==> src/rtl/raider_route_decoder.sv <==
// Snoops host SPI read commands and steers flash MISO through prioritised address windows; optional per-window hit counters under RAIDER_HIT_COUNT_EN.
// Latency: SYNC_STAGES+1 clk from a host pin edge to its event, plus 1 clk from the last address bit to sel_valid/flash_sel.
// Backpressure: none; this is a passive snooper and SCK <= clk/10 keeps every host edge visible.
module raider_route_decoder #(
   parameter  int NUM_RANGES  = 4,
   parameter  int NUM_FLASH   = 2,
   parameter  int ADDR_W      = 24,
   parameter  int SYNC_STAGES = 2,
   parameter  int CNT_W       = 16,
   localparam int SEL_W       = (NUM_FLASH > 1) ? $clog2(NUM_FLASH) : 1,
   localparam int HI_W        = (NUM_RANGES > 1) ? $clog2(NUM_RANGES) : 1
) (
   input  logic                        clk,
   input  logic                        rst,
   input  logic                        h_clk,
   input  logic                        h_cs_n,
   input  logic                        h_mosi,
   input  logic [NUM_RANGES*ADDR_W-1:0] range_start,
   input  logic [NUM_RANGES*ADDR_W-1:0] range_end,
   input  logic [NUM_RANGES-1:0]       range_en,
   input  logic [NUM_RANGES*SEL_W-1:0] range_target,
   input  logic [SEL_W-1:0]            default_target,
   output logic [SEL_W-1:0]            flash_sel,
   output logic                        sel_valid,
   output logic                        hit,
   output logic [HI_W-1:0]             hit_index,
   output logic                        addr4_mode,
   output logic [7:0]                  cur_instr,
   output logic [31:0]                 cur_addr,
   output logic [2:0]                  state,
   output logic [NUM_RANGES*CNT_W-1:0] hit_count
);

   // A single-stage synchroniser is not safe, so shallower requests are clamped to 2.
   localparam int SYNC_N = (SYNC_STAGES < 2) ? 2 : SYNC_STAGES;

   typedef enum logic [2:0] {
      S_IDLE    = 3'd0,
      S_OPCODE  = 3'd1,
      S_ADDR    = 3'd2,
      S_ROUTED  = 3'd3,
      S_PASS    = 3'd4,
      S_WAIT_CS = 3'd5
   } state_t;

   logic [SYNC_N-1:0] r_sync_sck;
   logic [SYNC_N-1:0] r_sync_cs;
   logic [SYNC_N-1:0] r_sync_mosi;
   logic              r_sck_d;
   logic              r_cs_d;

   logic              w_sck;
   logic              w_cs;
   logic              w_mosi;
   logic              w_sck_rise;
   logic              w_cs_rise;
   logic              w_cs_fall;

   state_t            r_state;
   logic [5:0]        r_bit_cnt;
   logic [31:0]       r_shift;
   logic              r_addr_len4;
   logic              r_resolve;
   logic              r_addr4_mode;
   logic [7:0]        r_cur_instr;
   logic [31:0]       r_cur_addr;
   logic [SEL_W-1:0]  r_flash_sel;
   logic              r_sel_valid;
   logic              r_hit;
   logic [HI_W-1:0]   r_hit_index;

   logic [31:0]       w_shift_nxt;
   logic [5:0]        w_last_bit;
   logic [31:0]       w_addr_full;
   logic [ADDR_W-1:0] w_addr_cmp;
   logic              w_match;
   logic [HI_W-1:0]   w_match_idx;
   logic [SEL_W-1:0]  w_match_tgt;

   // Synchronisers run through reset so WAIT_CS always sees the true CS level.
   always_ff @(posedge clk) begin
      r_sync_sck  <= {r_sync_sck[SYNC_N-2:0], h_clk};
      r_sync_cs   <= {r_sync_cs[SYNC_N-2:0], h_cs_n};
      r_sync_mosi <= {r_sync_mosi[SYNC_N-2:0], h_mosi};
      r_sck_d     <= r_sync_sck[SYNC_N-1];
      r_cs_d      <= r_sync_cs[SYNC_N-1];
   end

   assign w_sck      = r_sync_sck[SYNC_N-1];
   assign w_cs       = r_sync_cs[SYNC_N-1];
   assign w_mosi     = r_sync_mosi[SYNC_N-1];
   assign w_sck_rise = w_sck & ~r_sck_d & ~w_cs;
   assign w_cs_rise  = w_cs & ~r_cs_d;
   assign w_cs_fall  = ~w_cs & r_cs_d;

   // MSB-first shift; after the last address bit the shifter holds the whole address.
   assign w_shift_nxt = {r_shift[30:0], w_mosi};
   assign w_last_bit  = r_addr_len4 ? 6'd39 : 6'd31;
   assign w_addr_full = r_addr_len4 ? r_shift : {8'h00, r_shift[23:0]};
   assign w_addr_cmp  = w_addr_full[ADDR_W-1:0];

   // Window match: scan from the lowest priority upward so the lowest index wins.
   always_comb begin
      w_match     = 1'b0;
      w_match_idx = '0;
      w_match_tgt = default_target;
      for (int i = NUM_RANGES - 1; i >= 0; i--) begin
         if (range_en[i] &&
             (range_start[i*ADDR_W +: ADDR_W] <= w_addr_cmp) &&
             (w_addr_cmp <= range_end[i*ADDR_W +: ADDR_W])) begin
            w_match     = 1'b1;
            w_match_idx = HI_W'(i);
            w_match_tgt = range_target[i*SEL_W +: SEL_W];
         end
      end
   end

   // Decode FSM; CS rise aborts from any state, rst overrides everything.
   always_ff @(posedge clk) begin
      if (rst) begin
         r_state      <= S_WAIT_CS;
         r_bit_cnt    <= '0;
         r_shift      <= '0;
         r_addr_len4  <= 1'b0;
         r_resolve    <= 1'b0;
         r_addr4_mode <= 1'b0;
         r_cur_instr  <= '0;
         r_cur_addr   <= '0;
         r_flash_sel  <= '0;
         r_sel_valid  <= 1'b0;
         r_hit        <= 1'b0;
         r_hit_index  <= '0;
      end else begin
         r_sel_valid <= 1'b0;
         if (w_cs_rise) begin
            r_state     <= S_IDLE;
            r_flash_sel <= default_target;
            r_resolve   <= 1'b0;
            // EN4B/EX4B only count when the command was exactly one byte long.
            if (r_state == S_PASS && r_bit_cnt == 6'd8) begin
               if (r_shift[7:0] == 8'hB7) begin
                  r_addr4_mode <= 1'b1;
               end else if (r_shift[7:0] == 8'hE9) begin
                  r_addr4_mode <= 1'b0;
               end
            end
         end else begin
            case (r_state)
               S_WAIT_CS: begin
                  if (w_cs) begin
                     r_state <= S_IDLE;
                  end
               end
               S_IDLE: begin
                  if (w_cs_fall) begin
                     r_state     <= S_OPCODE;
                     r_flash_sel <= default_target;
                     r_bit_cnt   <= '0;
                     r_shift     <= '0;
                  end
               end
               S_OPCODE: begin
                  if (w_sck_rise) begin
                     r_shift   <= w_shift_nxt;
                     r_bit_cnt <= r_bit_cnt + 6'd1;
                     if (r_bit_cnt == 6'd7) begin
                        r_cur_instr <= w_shift_nxt[7:0];
                        case (w_shift_nxt[7:0])
                           8'h03, 8'h0B: begin
                              r_state     <= S_ADDR;
                              r_addr_len4 <= r_addr4_mode;
                           end
                           8'h13, 8'h0C: begin
                              r_state     <= S_ADDR;
                              r_addr_len4 <= 1'b1;
                           end
                           default: r_state <= S_PASS;
                        endcase
                     end
                  end
               end
               S_ADDR: begin
                  if (r_resolve) begin
                     r_resolve   <= 1'b0;
                     r_state     <= S_ROUTED;
                     r_cur_addr  <= w_addr_full;
                     r_flash_sel <= w_match ? w_match_tgt : default_target;
                     r_hit       <= w_match;
                     r_hit_index <= w_match ? w_match_idx : '0;
                     r_sel_valid <= 1'b1;
                  end else if (w_sck_rise) begin
                     r_shift   <= w_shift_nxt;
                     r_bit_cnt <= r_bit_cnt + 6'd1;
                     if (r_bit_cnt == w_last_bit) begin
                        r_resolve <= 1'b1;
                     end
                  end
               end
               S_ROUTED: begin
                  r_state <= S_ROUTED;
               end
               S_PASS: begin
                  // Keep counting so an over-long EN4B/EX4B is rejected at CS rise.
                  if (w_sck_rise && r_bit_cnt != 6'h3F) begin
                     r_shift   <= w_shift_nxt;
                     r_bit_cnt <= r_bit_cnt + 6'd1;
                  end
               end
               default: r_state <= S_WAIT_CS;
            endcase
         end
      end
   end

   assign flash_sel  = r_flash_sel;
   assign sel_valid  = r_sel_valid;
   assign hit        = r_hit;
   assign hit_index  = r_hit_index;
   assign addr4_mode = r_addr4_mode;
   assign cur_instr  = r_cur_instr;
   assign cur_addr   = r_cur_addr;
   assign state      = r_state;

`ifdef RAIDER_HIT_COUNT_EN
   logic [CNT_W-1:0] r_hit_cnt [NUM_RANGES];

   // Saturating per-window hit counters, cleared only by rst.
   always_ff @(posedge clk) begin
      if (rst) begin
         for (int i = 0; i < NUM_RANGES; i++) begin
            r_hit_cnt[i] <= '0;
         end
      end else if (r_sel_valid && r_hit && (r_hit_cnt[r_hit_index] != {CNT_W{1'b1}})) begin
         r_hit_cnt[r_hit_index] <= r_hit_cnt[r_hit_index] + CNT_W'(1);
      end
   end

   for (genvar g = 0; g < NUM_RANGES; g++) begin : g_cnt
      assign hit_count[g*CNT_W +: CNT_W] = r_hit_cnt[g];
   end
`else
   assign hit_count = '0;
`endif

endmodule

==> config.mk <==
export PLATFORM = sky130hd
export DESIGN_NAME = raider_route_decoder
export DESIGN_NICKNAME = d
export VERILOG_FILES = /design/src/rtl/raider_route_decoder.sv
export SDC_FILE = /design/constraint.sdc
export NUM_CORES = 1
export LEC_CHECK = 0
export BUFFER_PORTS_ARGS = -buffer_cell sky130_fd_sc_hd__buf_2
export CELL_PAD_IN_SITES_DETAIL_PLACEMENT = 1
export CELL_PAD_IN_SITES_GLOBAL_PLACEMENT = 1
export CORE_MARGIN = 8
export CORE_UTILIZATION = 39
export DETAILED_ROUTE_END_ITERATION = 16
export MAX_ROUTING_LAYER = met4
export PLACE_DENSITY_LB_ADDON = 0.1
export SLEW_MARGIN = 20
export SYNTH_ARGS = -nofsm -noshare
export SYNTH_HDL_FRONTEND = slang
export SYNTH_SLANG_ARGS = --single-unit
export TNS_END_PERCENT = 50
==> constraint.sdc <==
create_clock -name clk -period 6.8 [get_ports clk]
set_clock_uncertainty 0.2 [all_clocks]
set_input_delay 1.02 -clock clk [delete_from_list [all_inputs] [get_ports clk]]
set_output_delay 1.02 -clock clk [all_outputs]
set_load 0.1 [all_outputs]
==> key figures, run 1 <==
Power and ir drop
  • Static Leak: 5.31 nW
  • PwrDens: 151 nW/um2
  • Flop pwr share: 0.375
  • Clock Power Share: 0.338
  • Peak supply drop: between 0.1 and 0.15 mV
  • Int Pwr: around 0.0010 W
  • Net Sw Frac: 0.364
  • Logic pwr share: 0.287
  • Psw: 0.000574 W

Cells and area
  • Nets: 1,776
  • Core Util, Final: 0.467
  • Synth-to-Final Area Change: 18.4%
  • Cell Count, Final, Fillers Out: ~1.7k
  • Share of post-route cells with drive strength above 1: 0.214

GRT
  • Tot GR Track Use: 0.229
  • Largest net degree at the start of global routing: between 60 and 70
  • First-pass GRT wire length: 49,800 um
  • Total grt overflow: 0
  • Antenna violations before repair: 2
  • Vias in the first global route: ~9.1k

Clock tree
  • H-tree levels: 3
  • Clock buffer depth: 2
  • PostCTS Resize Cnt: 0
  • Setup repair bufs after CTS: 0
  • Clk slew on worst S/H paths: roughly 60 ps
  • TritonCTS buffer count: 9
  • Root Driver: clkbuf_16
  • TritonCTS Sinks: between 90 and 100
  • Clk Latency, worst-skew pair: 350 ps
  • Hold_buf cts: 0
  • CTS tree: built

Routing
  • Drt wl/cell: roughly 19 um
  • Antenna Nets Post-Route: 0
  • Vias per std cell: about 5
  • Drt initial violations: 330
  • DR vias: 8,529
  • Routed wire length: about 31,000 um
  • DR DRC count: 0
  • DRT Pass-1 Iters: 4

STA
  • Slew margin rel.: 0.233
  • Unrepaired setup endpoints after global routing: false
  • Final min period: approximately 3800 ps
  • TNS Setup: 0 ps
  • Fin. Hold Viols: 0
  • Fmax: about 270 MHz
  • Max Slew Vio Count: 0
  • Final setup margin: between 3000 and 4000 ps
  • Ratio of final minimum period to clock period: 0.552
  • Final Setup Violations: 0
  • Worst slew pin tran: roughly 1100 ps

Synth
  • Ys async rst share: 0
  • Sequential area share after synthesis: 0.219
  • Post-synth top area cell: ha_1
  • Register bit total from synthesis: 97
  • Post-synthesis cell type count: 65
  • Synthesized instance count: approximately 1.1k
  • Main synth FF type: dfxtp_1
  • Share of the synthesized area in the top cell type: 0.277
  • Syn Area/Cell: between 7 and 8 um2
  • Post-synth EDFFs: 0
  • Number of synthesis warnings: 0
  • Area contributors post-synth: ha_1 (28%), dfxtp_1 (22%), a21oi_1 (8.3%)
  • Post-Synthesis Cell Area: between 8000 and 9000 um2

Run status
  • Outcome: completed

Floorplan
  • Die H: about 170 um
  • Die area: approximately 28,000 um2
  • Rows: 55
  • Die width: around 170 um
  • Core area: between 20,000 and 25,000 um2
  • # IOs: ~320
  • Starting density of the core: 0.395

Setup path
  • Crit path required time: about 6800 ps
  • Critical path startpoint: range_end[35]
  • Setup CP Type: in2reg
  • Worst R2R End: flash_sel
  • R2R Setup Slk: between 3000 and 4000 ps
  • RR Startpoint: r_shift[9]
  • Peak fanout along the critical path: 4
  • Crit path DAT: 3790 ps
  • Crit start category: input port
  • R2R depth: 10
  • Crit path capture type: register

Flow run
  • Max cap viols: 0

Hold path
  • Hold WC Path Type: reg2reg
  • Hold Path Depth: 0
  • Hold endpoint: r_sync_cs[1]
  • Hold_sp: r_sync_cs[0]

Placed design
  • HPWL after DPL: approximately 26,000 um
  • Port bufs: ~250
  • Setup slack after placement: about 2900 ps
  • Gpl congestion: around 0.86
  • Dpl cells: 1,648
registers in the layout, summed over array words and instances, names as in the netlist, 3 cells and up:
signal	cells
r_bit_cnt	6
cur_addr	32
r_shift	32
cur_instr	8
state	3
how the worst max path moves through the flow:
stage	to	slack (ps)	cells past startpoint
after floorplan	flash_sel	3530	10
after global placement	hit_index[0]	2950	12
after detailed placement	flash_sel	2860	12
after CTS	flash_sel	3230	11
after global routing	flash_sel	3100	12
final	flash_sel	3050	12
layout make-up:
| class | instances | area (um2) |
|---|---|---|
| diodes | 2 | 5.00 |
| clock buffers | 11 | 253 |
| clock inverters | 4 | 51.3 |
| fillers | 2935 | 12000 |
| inverters | 133 | 499 |
| multi-input cells | 873 | 6060 |
| flip-flops and latches | 97 | 1940 |
| well taps | 285 | 357 |
| repair buffers | 260 | 1320 |
worst max-delay path, cell delays in order:
cell	delay, ps
buf_2	80
inv_1	30
ha_1	310
a21oi_1	150
o21ai_0	120
a22o_1	210
a2111oi_0	960
a22o_1	350
a21oi_2	100
nand3_2	110
o211ai_2	80
o221a_1	260
kinds of logic after synthesis:
family	Yosys count	synth area share
xor+xnor	3	0.00297
flops	97	0.219
other cells	1	0.000424
simple gates	347	0.186
fa+ha+maj	197	0.278
mux	21	0.0239
buf+inv	229	0.125
compound gates	241	0.165
metal layers:
| metal | vias to the layer above | GRT usage | routed length [um] |
|---|---|---|---|
| met1 | 3956 | 0.286 | 14800 |
| met3 | 20 | 0.0390 | 1300 |
| met2 | 213 | 0.385 | 14900 |
| met4 | 0 | 0.0466 | 356 |
| li1 | 4340 | - | - |
| met5 | - | - | 0 |
power groups by stage:
stage / clock (W) / sequential [W] / combinational (W)
after detailed placement: 0 / 0.000605 / 0.000451
after global placement: 0 / 0.000605 / 0.000444
after global routing: 0.000569 / 0.000594 / 0.000493
after CTS: 0.000551 / 0.000592 / 0.000454
after floorplan: 0 / 0.000620 / 0.000345
final: 0.000533 / 0.000592 / 0.000453
through the flow:
| step | total power (W) | hold WS (ps) | cell area [um2] |
|---|---|---|---|
| 6_report | 0.00158 | 127 | 10500 |
| 5_1_grt | 0.00166 | 135 | 10500 |
| 4_1_cts | 0.00160 | 129 | 10500 |
| 3_5_place_dp | 0.00106 | 114 | 10200 |
| 3_3_place_gp | 0.00105 | 111 | 10200 |
| 2_1_floorplan | 0.000965 | 110 | 9090 |
cell usage after synthesis, types with 2 or more instances:
cell type    n
a2111oi_0    4
a211o_1      3
a211oi_1     7
a21boi_0     3
a21o_1      14
a21oi_1    146
a22o_1       2
a22oi_1      2
a311oi_1     2
a31oi_1      3
and3_1       2
buf_2        5
buf_4       64
clkbuf_1    26
dfxtp_1     97
ha_1       196
inv_1      131
inv_2        2
mux2i_1     20
nand2_1    108
nand2b_1     3
nand3_1     36
nand4_1     44
nand4_2      2
nand4b_1     2
nor2_1      99
nor2b_1     10
nor3_1      11
nor3_2       2
nor4_1      10
o2111ai_1    2
o211a_1      2
o211ai_1     9
o211ai_2     2
o21ai_0     20
o21ai_1      6
o31ai_1      3
or3_1        7
or4_1        2
xnor2_1      2
placed cells by master (no fill, tap or decap), drive strengths merged, types with 3 or more instances in the layout:
| cell type | n |
|---|---|
| a2111oi | 5 |
| a211o | 3 |
| a211oi | 7 |
| a21boi | 4 |
| a21o | 14 |
| a21oi | 147 |
| a31oi | 3 |
| buf | 260 |
| clkbuf | 11 |
| conb | 64 |
| dfxtp | 97 |
| ha | 196 |
| inv | 134 |
| mux2i | 20 |
| nand2 | 108 |
| nand2b | 3 |
| nand3 | 37 |
| nand4 | 46 |
| nor2 | 99 |
| nor2b | 10 |
| nor3 | 13 |
| nor4 | 11 |
| o211ai | 11 |
| o21ai | 26 |
| o31ai | 3 |
| or3 | 8 |
No activity file was read; power rests on OpenSTA's default activity.
==> inputs of run 2 (changes only) <==
--- a/config.mk
+++ b/config.mk
@@ -9,7 +9,7 @@
 export CELL_PAD_IN_SITES_DETAIL_PLACEMENT = 1
 export CELL_PAD_IN_SITES_GLOBAL_PLACEMENT = 1
 export CORE_MARGIN = 8
-export CORE_UTILIZATION = 39
+export CORE_UTILIZATION = 33
 export DETAILED_ROUTE_END_ITERATION = 16
 export MAX_ROUTING_LAYER = met4
 export PLACE_DENSITY_LB_ADDON = 0.1
==> constraint.sdc (replaced) <==
create_clock -name clk -period 3.3 [get_ports clk]
set_clock_uncertainty 0.2 [all_clocks]
set_input_delay 0.495 -clock clk [delete_from_list [all_inputs] [get_ports clk]]
set_output_delay 0.495 -clock clk [all_outputs]
set_load 0.1 [all_outputs]
==> run 2 against run 1 <==
  * Non-clock buffer count increased by 38
  * Critical path depth decreased by 2
  * Sequential share of layout area decreased by 0.79 points
  * Via count increased by 1.4%
  * Sequential power increased by 110%
  * Die area increased by 16%
  * Worst setup slack got worse by 2900 ps
  * Wire length increased by 4.8%
  * Highest routed layer unchanged
==> key figures, run 2 (same netlist as run 1, synthesis figures left out) <==
Cells and area
  • Most frequent cells in the layout: buf_2 (254), ha_1 (196), a21oi_1 (146) (unchanged)
  • Nets: 1,814 (was 1,776)
  • Commonest non-fill, non-tap cell in the layout: buf_2 (unchanged)
  • Synth-to-Final Area Change: 23.8% (was 18.4%)
  • Share of post-route cells with drive strength above 1: 0.239 (was 0.214)
  • Inserted Diodes: 0 (was 2)
  • Cell Count, Final, Fillers Out: 1,758 (was 1,665)
  • Core Util, Final: 0.411 (was 0.467)
  • Multi-input logic area: 6100 um2 (was 6060 um2)
  • Reg area: 1940 um2 (about the same)
  • Layout fillers: 3,341 (was 2,935)

Clock tree
  • CTS tree: built (unchanged)
  • Clock buffer depth: 2 (unchanged)
  • Clk slew on worst S/H paths: 70 ps (was 60 ps)
  • Root Driver: clkbuf_16 (unchanged)
  • Clk Latency, worst-skew pair: 350 ps (about the same)
  • H-tree levels: 3 (unchanged)
  • Setup repair bufs after CTS: 0 (unchanged)
  • TritonCTS Sinks: 97 (unchanged)
  • TritonCTS buffer count: 9 (unchanged)

Placed design
  • Gpl congestion: 0.827 (was 0.858)
  • Dpl cells: 1,742 (was 1,648)
  • HPWL after DPL: 27,600 um (was 25,900 um)
  • Port bufs: 254 (unchanged)

GRT
  • Largest net degree at the start of global routing: 50 (was 63)
  • Antenna violations before repair: 0 (was 2)
  • First-pass GRT wire length: 51,600 um (was 49,800 um)
  • Tot GR Track Use: 0.205 (was 0.229)
  • Total grt overflow: 0 (unchanged)
  • Vias in the first global route: 9,197 (was 9,058)

Floorplan
  • Die width: 180 um (was 167 um)
  • Die H: 180 um (was 167 um)
  • Starting density of the core: 0.332 (was 0.395)
  • # IOs: 319 (unchanged)
  • Core area: 26,700 um2 (was 22,400 um2)
  • Rows: 60 (was 55)
  • Die area: 32,300 um2 (was 27,800 um2)

STA
  • Final Setup Violations: 0 (unchanged)
  • Slew margin rel.: 0.550 (was 0.233)
  • Fmax: about 320 MHz
  • Fin. Hold Viols: 0 (unchanged)
  • Worst hold slack: 35.9 ps (was 127 ps)
  • Worst slew pin tran: 668 ps (was 1120 ps)
  • Final min period: between 3000 and 4000 ps
  • Unrepaired setup endpoints after global routing: false (unchanged)
  • Ratio of final minimum period to clock period: 0.960
  • TNS Setup: 0 ps (unchanged)
  • Max Slew Vio Count: 0 (unchanged)

Setup path
  • Setup CP Type: reg2reg (was in2reg)
  • Crit path DAT: 3250 ps (was 3790 ps)
  • Peak fanout along the critical path: 5 (was 4)
  • Crit start category: register (was input port)
  • Crit path capture type: register (unchanged)
  • Crit path required time: 3380 ps (was 6840 ps)

Routing
  • Drt wl/cell: 18.7 um (was 18.9 um)
  • Drt initial violations: 326 (was 330)
  • DR DRC count: 0 (unchanged)
  • DRT Pass-1 Iters: 4 (unchanged)
  • Antenna Nets Post-Route: 0 (unchanged)
  • Vias per std cell: 4.92 (was 5.12)
  • Routed wire length: 32,900 um (was 31,400 um)
  • DR vias: 8,647 (was 8,529)

Flow run
  • Max cap viols: 0 (unchanged)

Run status
  • Outcome: completed (unchanged)

Power and ir drop
  • Power after layout: 0.00351 W (was 0.00158 W)
  • PwrDens: 320 nW/um2 (was 151 nW/um2)
  • Static Leak: 5.56 nW (was 5.31 nW)
  • Peak supply drop: 0.274 mV (was 0.136 mV)

Hold path
  • Hold WC Path Type: in2reg (was reg2reg)
run 2: final cells by class:
type                       instances  share of cell area
inverter                         133              0.0456
timing repair buffer             298               0.147
clock inverter                     7              0.0137
clock buffer                       9              0.0206
sequential                        97               0.177
tap                              341              0.0389
multi-input combinational        873               0.557
run 2: worst max-delay path, cell delays in order, from the launching register on:
cell and delay, ps:
dfxtp_1 500, inv_1 210, ha_1 330, nand4_1 140, nor4_1 500, nor2b_1 100, o31ai_1 170, o211ai_2 290
nand2b_1 220, a211o_1 290, a21oi_1 140
run 2: stage by stage:
stage	area [um2]	setup WS, ps
global placement	10500	-84.2
finish	11000	133
global route	11000	2.54
floorplan	9090	365
CTS	10900	12.0
detailed placement	10500	-67.4
run 2: final timing paths:
path	start	endpoint	slack (ps)	cells past startpoint
worst max-delay path	r_shift[11]	hit_index[0]	130	10
worst min-delay path	h_mosi	r_sync_mosi[0]	40	1
worst max register to register	r_shift[11]	hit_index[0]	130	10
worst min register to register	r_sync_cs[0]	r_sync_cs[1]	130	0
run 2: power breakdown:
part | internal, W | switching [W]
Combinational | 0.000270 | 0.000693
Sequential | 0.00119 | 0.0000316
Clock | 0.000829 | 0.000501
Total | 0.00228 | 0.00123
run 2: layer usage:
| metal | GRT usage | vias up | routed length (um) |
|---|---|---|---|
| li1 | - | 4407 | - |
| met1 | 0.255 | 4020 | 15400 |
| met2 | 0.351 | 204 | 15800 |
| met3 | 0.0323 | 16 | 1460 |
| met4 | 0.0310 | 0 | 238 |
| met5 | - | - | 0 |
run 2: what timing repair did:
| action | in CTS | in global routing |
|---|---|---|
| cloned | 0 | 0 |
| setup endpoints to repair | 3 | 4 |
| pin swaps | 0 | 1 |
| resized for setup | 1 | 7 |
| hold endpoints to repair | 0 | 0 |
| hold buffers | 0 | 0 |
==> inputs of run 3 (changes only) <==
--- a/config.mk
+++ b/config.mk
@@ -9,7 +9,7 @@
 export CELL_PAD_IN_SITES_DETAIL_PLACEMENT = 1
 export CELL_PAD_IN_SITES_GLOBAL_PLACEMENT = 1
 export CORE_MARGIN = 8
-export CORE_UTILIZATION = 33
+export CORE_UTILIZATION = 36
 export DETAILED_ROUTE_END_ITERATION = 16
 export MAX_ROUTING_LAYER = met4
 export PLACE_DENSITY_LB_ADDON = 0.1
==> constraint.sdc (replaced) <==
create_clock -name clk -period 3.43 [get_ports clk]
set_clock_uncertainty 0.2 [all_clocks]
set_input_delay 0.5145 -clock clk [delete_from_list [all_inputs] [get_ports clk]]
set_output_delay 0.5145 -clock clk [all_outputs]
set_load 0.1 [all_outputs]
==> run 3 against run 2 <==
  * Critical path type unchanged
  * Critical path depth up 1
  * Die area decreased by 7.6%
  * Count of clock-buffer cells in the layout is 2 higher
  * Wire length is 0.32% lower
  * Critical endpoint is now flash_sel
  * Final area shrank 1.2%
  * Combinational power is 5.1% lower
  * First-iteration DRC count is 17% higher
  * Power is 6.2% lower
  * Clock power decreased by 9%
  * Sequential share of layout area is 0.21 points higher
  * Worst setup slack gained 26 ps
  * Cell count down 1.1%
==> key figures, run 3 (same netlist as run 1, synthesis figures left out) <==
GRT
  • Antenna violations before repair: 4 (was 0)
  • Tot GR Track Use: 0.221 (was 0.205)
  • Total grt overflow: 0 (unchanged)
  • Vias in the first global route: 9,367 (was 9,197)
  • First-pass GRT wire length: 51,600 um (about the same)
  • Largest net degree at the start of global routing: 50 (unchanged)

STA
  • Worst hold slack: 55.6 ps (was 35.9 ps)
  • Fmax: 306 MHz (was 316 MHz)
  • Worst slew pin tran: 836 ps (was 668 ps)
  • TNS Setup: 0 ps (unchanged)
  • Final Setup Violations: 0 (unchanged)
  • Max Slew Vio Count: 0 (unchanged)
  • Ratio of final minimum period to clock period: 0.954 (was 0.960)
  • Unrepaired setup endpoints after global routing: false (unchanged)
  • Final min period: 3270 ps (was 3170 ps)
  • Slew margin rel.: 0.441 (was 0.550)
  • Final setup margin: 159 ps (was 133 ps)
  • Fin. Hold Viols: 0 (unchanged)

Setup path
  • Critical Path Slowest Stage Cell: o31ai_1 (was dfxtp_1)
  • Setup CP Type: reg2reg (unchanged)
  • Crit start category: register (unchanged)
  • Peak fanout along the critical path: 9 (was 5)
  • Crit path required time: 3470 ps (was 3380 ps)
  • Max stage delay on crit path: 510 ps (was 500 ps)
  • CP Cell Sequence: buf_4 -> ha_1 -> nor2b_1 -> o211ai_1 -> a21oi_1 -> o31ai_1 -> o211ai_1 -> a221o_2 -> nand3_2 -> o211ai_2 -> o221a_1 (was inv_1 -> ha_1 -> nand4_1 -> nor4_1 -> nor2b_1 -> o31ai_1 -> o211ai_2 -> nand2b_1 -> a211o_1 -> a21oi_1)
  • Crit path DAT: 3310 ps (was 3250 ps)
  • Crit path capture type: register (unchanged)
  • Most frequent CP cell: o211ai_1

Cells and area
  • Layout fillers: 3,143 (was 3,341)
  • Most frequent cells in the layout: buf_2 (254), ha_1 (196), a21oi_1 (146) (unchanged)
  • Share of post-route cells with drive strength above 1: 0.232 (was 0.239)
  • Commonest non-fill, non-tap cell in the layout: buf_2 (unchanged)
  • Nets: 1,808 (was 1,814)
  • Synth-to-Final Area Change: 22.2% (was 23.8%)
  • Core Util, Final: 0.446 (was 0.411)

Floorplan
  • Core area: 24,200 um2 (was 26,700 um2)
  • Die area: 29,900 um2 (was 32,300 um2)
  • Die H: 173 um (was 180 um)
  • Rows: 57 (was 60)
  • # IOs: 319 (unchanged)
  • Die width: 173 um (was 180 um)
  • Starting density of the core: 0.365 (was 0.332)

Routing
  • Routed wire length: 32,800 um (was 32,900 um)
  • Antenna Nets Post-Route: 0 (unchanged)
  • DR vias: 8,672 (was 8,647)
  • Met1 Wirelength: 15,400 um (about the same)
  • DR top layer: met4 (unchanged)
  • Metal3 WL: 1040 um (was 1460 um)
  • Met2 WL: 15,600 um (was 15,800 um)
  • Drt initial violations: 381 (was 326)
  • DR DRC count: 0 (unchanged)
  • Vias per std cell: 4.99 (was 4.92)
  • Drt wl/cell: 18.9 um (was 18.7 um)
  • DRT Pass-1 Iters: 4 (unchanged)

Power and ir drop
  • Flop pwr share: 0.356 (was 0.347)
  • Peak supply drop: 0.295 mV (was 0.274 mV)
  • Clock Power Share: 0.366 (was 0.379)
  • PwrDens: 304 nW/um2 (was 320 nW/um2)
  • Int Pwr: 0.00213 W (was 0.00228 W)
  • Logic pwr share: 0.278 (was 0.274)
  • Net Sw Frac: 0.353 (was 0.349)
  • Psw: 0.00116 W (was 0.00123 W)
  • Static Leak: 5.50 nW (was 5.56 nW)

Clock tree
  • TritonCTS buffer count: 9 (unchanged)
  • Hold_buf cts: 0 (unchanged)
  • Clk slew on worst S/H paths: 70 ps (about the same)
  • PostCTS Resize Cnt: 0 (was 1)
  • Root Driver: clkbuf_16 (unchanged)
  • Setup repair bufs after CTS: 0 (unchanged)
  • Clock buffer depth: 2 (unchanged)
  • TritonCTS Sinks: 97 (unchanged)
  • CTS tree: built (unchanged)
  • H-tree levels: 3 (unchanged)
  • Clk Latency, worst-skew pair: 350 ps (about the same)

Placed design
  • Gpl congestion: 0.881 (was 0.827)
  • HPWL after DPL: 27,200 um (was 27,600 um)
  • Port bufs: 254 (unchanged)
  • Setup slack after placement: 45.5 ps (was -67.4 ps)

Flow run
  • Max cap viols: 0 (unchanged)

Run status
  • Outcome: completed (unchanged)

Hold path
  • Hold WC Path Type: in2reg (unchanged)
-- run 3: cell types whose count changed in the layout (fill, tap and decap cells not counted), moves of 2 or more --
cell,previous run,this run
buf_4,43,38
diode_2,0,4
inv_6,0,2
inv_8,2,0
nor4_1,8,10
-- run 3: path summary, 6_finish.rpt --
kind                  from             to  slack, ps  cells past startpoint
max             r_shift[1]      flash_sel        160                     11
min                 h_cs_n   r_sync_cs[0]         60                      1
max reg2reg     r_shift[1]      flash_sel        160                     11
min reg2reg  r_sync_sck[0]  r_sync_sck[1]        130                      0
-- run 3: final cells by class --
class | instances | area, um2 | share of cell area
clock buffer | 11 | 243 | 0.0224
timing repair buffer | 292 | 1560 | 0.144
multi-input combinational | 873 | 6060 | 0.560
antenna | 4 | 10.0 | 0.000925
tap | 324 | 405 | 0.0375
inverter | 133 | 499 | 0.0461
sequential | 97 | 1940 | 0.179
clock inverter | 5 | 108 | 0.00994
-- run 3: power groups by stage --
stage          Clock (W)  Combinational [W]  Sequential [W]
6_report         0.00121           0.000914         0.00117
5_1_grt          0.00128           0.000992         0.00118
4_1_cts          0.00125           0.000915         0.00117
3_5_place_dp           0           0.000910         0.00120
3_3_place_gp           0           0.000895         0.00120
2_1_floorplan          0           0.000685         0.00123
-- run 3: stage by stage --
stage | cells | area (um2) | power [W]
after floorplan | 1199 | 9090 | 0.00191
after global placement | 1719 | 10500 | 0.00209
after detailed placement | 1719 | 10500 | 0.00211
after CTS | 1735 | 10800 | 0.00333
after global routing | 1739 | 10800 | 0.00344
final | 1739 | 10800 | 0.00329
-- run 3: per-layer routing --
metal / GRT usage / up-vias
met4: 0.0661 / 0
li1: - / 4399
met3: 0.0283 / 37
met2: 0.374 / 224
met5: - / -
met1: 0.273 / 4012
-- run 3: critical path, delay by kind of cell, from the launching register on --
kind	cells	cell delay [ps]
AO/OA/AOI/OAI	7	1900
adder cells (fa/ha/maj)	1	300
buffers and inverters	1	180
flip-flops	1	310
AND/OR/NAND/NOR	2	250
